## src/rtl/anabellek_hakem.sv

```systemverilog
// Two-requester (L1B instruction, L1V data) arbiter onto one iomem port with timeout.
// Define ANABELLEK_ROUND_ROBIN_EN for round-robin arbitration (default: fixed, L1V first).
module anabellek_hakem #(
    parameter int unsigned ZAMAN_ASIMI = 255
) (
    input  logic        clk_i,
    input  logic        rst_i,
    input  logic        l1b_valid_i,
    input  logic [18:2] l1b_addr_i,
    output logic        l1b_ready_o,
    output logic [31:0] l1b_rdata_o,
    input  logic        l1v_valid_i,
    input  logic [3:0]  l1v_wstrb_i,
    input  logic [18:2] l1v_addr_i,
    input  logic [31:0] l1v_wdata_i,
    output logic        l1v_ready_o,
    output logic [31:0] l1v_rdata_o,
    output logic        iomem_valid,
    input  logic        iomem_ready,
    output logic [3:0]  iomem_wstrb,
    output logic [31:0] iomem_addr,
    output logic [31:0] iomem_wdata,
    input  logic [31:0] iomem_rdata,
    output logic        hata_o
);

    typedef enum logic [1:0] {
        BOS,
        L1B_AKTIF,
        L1V_AKTIF,
        BITTI
    } durum_t;

    localparam logic [8:0] SINIR = 9'(ZAMAN_ASIMI);

    durum_t      durum_q, durum_d;
    logic        iomem_valid_q, iomem_valid_d;
    logic [18:2] addr_q, addr_d;
    logic [3:0]  wstrb_q, wstrb_d;
    logic [31:0] wdata_q, wdata_d;
    logic        l1b_ready_q, l1b_ready_d;
    logic        l1v_ready_q, l1v_ready_d;
    logic [31:0] l1b_rdata_q, l1b_rdata_d;
    logic [31:0] l1v_rdata_q, l1v_rdata_d;
    logic        hata_q, hata_d;
    logic [7:0]  sayac_q, sayac_d;
    logic        sec_l1v;
    logic        zaman_doldu;
    logic        bitis;
    logic [31:0] son_veri;

`ifdef ANABELLEK_ROUND_ROBIN_EN
    // ptr_q high: L1V holds priority on the next simultaneous request.
    logic ptr_q, ptr_d;

    assign sec_l1v = l1v_valid_i && (!l1b_valid_i || ptr_q);

    always_comb begin
        ptr_d = ptr_q;
        if (durum_q == BOS && (l1v_valid_i || l1b_valid_i)) begin
            ptr_d = !sec_l1v;
        end
    end

    always_ff @(posedge clk_i or posedge rst_i) begin
        if (rst_i) begin
            ptr_q <= 1'b1;
        end else begin
            ptr_q <= ptr_d;
        end
    end
`else
    assign sec_l1v = l1v_valid_i;
`endif

    assign zaman_doldu = ({1'b0, sayac_q} + 9'd1) == SINIR;
    assign bitis       = iomem_ready || zaman_doldu;
    assign son_veri    = iomem_ready ? iomem_rdata : 32'h0000_0000;

    always_comb begin
        durum_d       = durum_q;
        iomem_valid_d = iomem_valid_q;
        addr_d        = addr_q;
        wstrb_d       = wstrb_q;
        wdata_d       = wdata_q;
        l1b_ready_d   = 1'b0;
        l1v_ready_d   = 1'b0;
        l1b_rdata_d   = l1b_rdata_q;
        l1v_rdata_d   = l1v_rdata_q;
        hata_d        = 1'b0;
        sayac_d       = sayac_q;

        unique case (durum_q)
            BOS: begin
                if (l1v_valid_i || l1b_valid_i) begin
                    iomem_valid_d = 1'b1;
                    sayac_d       = 8'd0;
                    if (sec_l1v) begin
                        durum_d = L1V_AKTIF;
                        addr_d  = l1v_addr_i;
                        wstrb_d = l1v_wstrb_i;
                        wdata_d = l1v_wdata_i;
                    end else begin
                        durum_d = L1B_AKTIF;
                        addr_d  = l1b_addr_i;
                        wstrb_d = 4'b0000;
                        wdata_d = 32'h0000_0000;
                    end
                end
            end
            L1B_AKTIF, L1V_AKTIF: begin
                if (bitis) begin
                    iomem_valid_d = 1'b0;
                    durum_d       = BITTI;
                    // A real ready on the timeout edge wins and is not an error.
                    hata_d        = !iomem_ready;
                    if (durum_q == L1V_AKTIF) begin
                        l1v_ready_d = 1'b1;
                        l1v_rdata_d = son_veri;
                    end else begin
                        l1b_ready_d = 1'b1;
                        l1b_rdata_d = son_veri;
                    end
                end else begin
                    sayac_d = sayac_q + 8'd1;
                end
            end
            BITTI: begin
                durum_d = BOS;
            end
            default: begin
                durum_d       = BOS;
                iomem_valid_d = 1'b0;
            end
        endcase
    end

    always_ff @(posedge clk_i or posedge rst_i) begin
        if (rst_i) begin
            durum_q       <= BOS;
            iomem_valid_q <= 1'b0;
            addr_q        <= '0;
            wstrb_q       <= 4'b0000;
            wdata_q       <= 32'h0000_0000;
            l1b_ready_q   <= 1'b0;
            l1v_ready_q   <= 1'b0;
            l1b_rdata_q   <= 32'h0000_0000;
            l1v_rdata_q   <= 32'h0000_0000;
            hata_q        <= 1'b0;
            sayac_q       <= 8'd0;
        end else begin
            durum_q       <= durum_d;
            iomem_valid_q <= iomem_valid_d;
            addr_q        <= addr_d;
            wstrb_q       <= wstrb_d;
            wdata_q       <= wdata_d;
            l1b_ready_q   <= l1b_ready_d;
            l1v_ready_q   <= l1v_ready_d;
            l1b_rdata_q   <= l1b_rdata_d;
            l1v_rdata_q   <= l1v_rdata_d;
            hata_q        <= hata_d;
            sayac_q       <= sayac_d;
        end
    end

    assign iomem_valid = iomem_valid_q;
    assign iomem_addr  = {13'b0, addr_q, 2'b00};
    assign iomem_wstrb = wstrb_q;
    assign iomem_wdata = wdata_q;
    assign l1b_ready_o = l1b_ready_q;
    assign l1b_rdata_o = l1b_rdata_q;
    assign l1v_ready_o = l1v_ready_q;
    assign l1v_rdata_o = l1v_rdata_q;
    assign hata_o      = hata_q;

endmodule
```

## config.mk

```make
export PLATFORM = sky130hd
export DESIGN_NAME = anabellek_hakem
export DESIGN_NICKNAME = d
export VERILOG_FILES = /design/src/rtl/anabellek_hakem.sv
export SDC_FILE = /design/constraint.sdc
export NUM_CORES = 1
export LEC_CHECK = 0
export CAP_MARGIN = 10
export CORE_MARGIN = 2
export CORE_UTILIZATION = 44
export CTS_CLUSTER_SIZE = 12
export DETAILED_ROUTE_END_ITERATION = 10
export GPL_TIMING_DRIVEN = 0
export PLACE_DENSITY = 0.81
export SLEW_MARGIN = 20
export SYNTH_ARGS = -nofsm -noshare
export SYNTH_HDL_FRONTEND = slang
export SYNTH_SLANG_ARGS = --single-unit
```

## constraint.sdc

```tcl
create_clock -name clk_i -period 5.53 [get_ports clk_i]
set_clock_uncertainty 0.2 [all_clocks]
set_input_delay 0.8295 -clock clk_i [delete_from_list [all_inputs] [get_ports clk_i]]
set_output_delay 0.8295 -clock clk_i [all_outputs]
set_load 0.01 [all_outputs]
```

==> reports/qor.csv <==
stage;metric;value;unit
worst_setup_path;worst-path maximum fanout;10;
timing;Max Slew Vio Count;0;
floorplan;initial core utilization;45.4;%
worst_setup_path;Req. time, crit path;5.59;ns
synthesis;Netlist cell types;46;
synthesis;Avg Cell Area, Syn;9.47;µm²
worst_hold_path;hold path start;addr_q[12]$_DFFE_PP0P_;
worst_setup_path;Reg2Reg Setup Slack;3.16;ns
worst_setup_path;worst-path cell chain;clkdlybuf4s50_1, o21ai_1, clkbuf_1, o21ai_0;
synthesis;largest family of logic cells by synthesized area;compound AO/OA/AOI/OAI gates;
worst_setup_path;Levels on crit path;4;
cells_and_area;Total Nets Final;1013;
cts;TritonCTS Buffers;17;
cts;Root Buffer;clkbuf_16;
synthesis;Post-Syn Instances;640;
detailed_routing;final wirelength;17500;µm
synthesis;Post-Synth Adder-Cell Area;1.03;%
worst_setup_path;reg2reg path depth;9;
worst_hold_path;Hold Crit Endpoint;addr_q[12]$_DFFE_PP0P_;
synthesis;multiplexer share of the synthesized area;3.80;%
cts;Clock Path Buffers;2;
floorplan;die area;14700;µm²
global_route;initial antenna violation count;0;
detailed_routing;drt initial violations;457;
floorplan;die height;121;µm
placed_design;Final HPWL DP;12600;µm
cells_and_area;share of cells above drive strength 1;8.54;%
detailed_routing;routed length per placed instance;16.1;µm
worst_setup_path;CP delay by family, top;buffers and inverters;
detailed_routing;via count;5484;
floorplan;Core Area;13300;µm²
timing;crit path setup slack, layout;3.01;ns
cts;Post-CTS Hold Buffers;0;
timing;crit path time final;2.52;ns
floorplan;Die X;121;µm
cts;clock sink count;131;
worst_setup_path;worst reg2reg path endpoint;l1v_rdata_o[5]$_DFFE_PP0P_;
cts;CTS tree;yes;
detailed_routing;vias per cell;5.04;
placed_design;pre-CTS WS;2.58;ns
timing;Finish-stage setup viols;0;
timing;Hold Vio Cnt, Final;0;
synthesis;Synth Area in Simple Gates;9.79;%
timing;Rel. slew slack;49.4;%
cts;cts repair resizes;0;
worst_setup_path;Buf/Inv on CP;2;
timing;hold_ws;0.281;ns
synthesis;Post-synth EDFFs;0;
floorplan;row cnt;42;
timing;slew at the pin closest to its max-slew limit;0.753;ns
synthesis;Cell Area, Synth;6060;µm²
worst_hold_path;Hold Crit Class;flop to flop;
power;PwrDens;589;nW/µm²
worst_setup_path;max incr delay on CP;0.64;ns
global_route;total grt overflow;0;
timing;Final period util;45.6;%
power;Max IR drop VDD;0.000317;V
worst_setup_path;CP arrival;2.58;ns
run;Max-cap violations;0;
cts;H-tree levels;4;
synthesis;asr flop ratio synth;100;%
placed_design;port bufs;227;
synthesis;Most used DFF post-synth;dfrtp_1;
worst_setup_path;worst reg2reg startpoint;durum_q[1]$_DFFE_PP0P_;
placed_design;GPL Wtd Cong;0.912;
worst_setup_path;CP max stage cell;o21ai_1;
cells_and_area;ant diodes;0;
detailed_routing;TritonRoute pass-1 iters;5;
cts;Setup Buffers After CTS;0;
synthesis;Synth Register Bits;131;
status;outcome;finished, final reports clean;
floorplan;IO Pins;243;
synthesis;Seq/Total Area, Yosys;54.1;%
cts;clock latency on the worst-skew pair;0.41;ns
worst_setup_path;element type at the critical path end;flop;
worst_setup_path;Setup CP Type;input pin to flop;
cts;Worst-path clk slew;0.06;ns
detailed_routing;Final ANT Viol Nets;0;
detailed_routing;Residual DRC;0;
cells_and_area;filler cell count;1065;
worst_setup_path;CP startpoint kind;input pin;
global_route;largest net degree at the start of global routing;103;
global_route;first-pass GRT wire length;27700;µm
timing;RSZ-0062 raised after global routing;no;
synthesis;Synth Area in Compound Gates;21.2;%
cells_and_area;area grow syn2layout;52.9;%
global_route;number of global-route vias before repair;5384;
synthesis;Synth Warn #;0;
synthesis;post-synthesis xor/xnor area fraction;0.434;%
power;Leak;4.29;nW
global_route;global router's overall resource usage;24.4;%
worst_hold_path;hold depth;2;
timing;Peak Freq;0.396;GHz
-- report_power, final --
part / switching (W) / internal [W] / total, W
sequential: 0.000303 / 0.00140 / 0.00170
combinational: 0.00127 / 0.00129 / 0.00257
clock: 0.000426 / 0.000764 / 0.00119
-- synthesized netlist by cell type, types with 2 or more instances --
| master | instances | share of area [%] |
|---|---|---|
| ha_1 | 5 | 1.0 |
| nor3_1 | 2 | 0.17 |
| nand2_1 | 58 | 3.6 |
| inv_1 | 70 | 4.3 |
| o21ai_0 | 73 | 6.0 |
| and3_1 | 2 | 0.21 |
| mux2i_1 | 23 | 3.8 |
| nand2b_1 | 3 | 0.31 |
| buf_1 | 6 | 0.37 |
| nand4_1 | 2 | 0.21 |
| a22o_1 | 36 | 5.2 |
| buf_6 | 6 | 1.1 |
| nor4_1 | 2 | 0.21 |
| nor2_1 | 70 | 4.3 |
| dfrtp_1 | 131 | 54 |
| o21ai_2 | 10 | 1.4 |
| o311ai_1 | 2 | 0.29 |
| a21oi_1 | 66 | 5.5 |
| o21ai_1 | 4 | 0.33 |
| buf_2 | 9 | 0.74 |
| buf_4 | 15 | 1.9 |
| xor2_1 | 2 | 0.29 |
| o2bb2ai_1 | 2 | 0.29 |
| clkbuf_1 | 19 | 1.2 |
-- logic make-up (layout without fill, tap and decap cells) --
| family | count (synthesis) | after routing |
|---|---|---|
| buffers and inverters | 125 | 384 |
| XOR/XNOR | 3 | 3 |
| other | 1 | 15 |
| AO/OA/AOI/OAI | 207 | 207 |
| flip-flops | 131 | 131 |
| AND/OR/NAND/NOR | 145 | 145 |
| multiplexers | 23 | 23 |
| adder cells (fa/ha/maj) | 5 | 5 |
-- metrics by stage --
step                setup TNS (ns)  cells  area, µm²  power (W)  utilization (%)
floorplan                        0    654       6110    0.00298                -
global placement           -122.87   1057       8600    0.00419             64.5
detailed placement               0   1058       8640    0.00427             64.7
CTS                              0   1089       9260    0.00548             69.4
global route                     0   1089       9260    0.00581             69.4
finish                           0   1089       9260    0.00546             69.4
-- final cells by class --
cell class	count	area (µm²)	area share [%]
buffer	55	319	3.45
clock buffer	18	439	4.74
clock inverter	13	184	1.99
inverter	70	270	2.92
multi-input combinational	398	2250	24.3
sequential	131	3280	35.4
tap	176	220	2.38
timing repair buffer	228	2300	24.8
-- worst min-delay path, cell delays in order (launching register included) --
cell and delay (ns):
dfrtp_1 0.34, nand2_1 0.05, o21ai_0 0.06
-- registers in the layout (all words and copies together), names as in the netlist --
name and count:
sayac_q 8, l1v_ready_o 1, iomem_valid 1, hata_o 1, l1b_rdata_o 32, l1v_rdata_o 32, iomem_wdata 32, iomem_wstrb 4
addr_q 17, durum_q 2, l1b_ready_o 1
-- worst max path at each step --
stage          slack (ns)        start                         end
6_report             3.01  l1v_valid_i      addr_q[17]$_DFFE_PP0P_
5_1_grt              2.88  l1v_valid_i      addr_q[17]$_DFFE_PP0P_
4_1_cts              3.00  l1v_valid_i      addr_q[17]$_DFFE_PP0P_
3_5_place_dp         2.58  l1v_valid_i      addr_q[14]$_DFFE_PP0P_
3_3_place_gp        -0.95        rst_i  l1v_rdata_o[1]$_DFFE_PP0P_
2_1_floorplan        1.00        rst_i      addr_q[10]$_DFFE_PP0P_
-- placed cells by master (no fill, tap or decap), types with 3 or more instances in the layout --
| cell | synthesis | final |
|---|---|---|
| clkbuf_1 | 19 | 19 |
| clkinvlp_4 | 0 | 3 |
| a21oi_1 | 66 | 66 |
| dfrtp_1 | 131 | 131 |
| o21ai_0 | 73 | 73 |
| buf_4 | 15 | 15 |
| o21ai_2 | 10 | 10 |
| o21ai_1 | 4 | 4 |
| buf_2 | 9 | 9 |
| inv_1 | 70 | 69 |
| mux2i_1 | 23 | 23 |
| nor2_1 | 70 | 70 |
| buf_1 | 6 | 6 |
| clkbuf_16 | 0 | 17 |
| clkdlybuf4s50_1 | 0 | 227 |
| conb_1 | 1 | 15 |
| bufinv_16 | 0 | 4 |
| nand2_1 | 58 | 58 |
| clkinv_2 | 0 | 3 |
| nand2b_1 | 3 | 3 |
| ha_1 | 5 | 5 |
| a22o_1 | 36 | 36 |
| buf_6 | 6 | 6 |
-- metal layers --
| layer | vias to the layer above | global-route usage [%] | part of all wire (%) |
|---|---|---|---|
| met4 | 0 | 9.34 | 2.1 |
| met2 | 208 | 40.5 | 50 |
| li1 | 2655 | - | - |
| met3 | 26 | 6.48 | 6.5 |
| met5 | - | 0 | 0 |
| met1 | 2595 | 30.4 | 42 |
No activity file was read; power rests on OpenSTA's default activity.
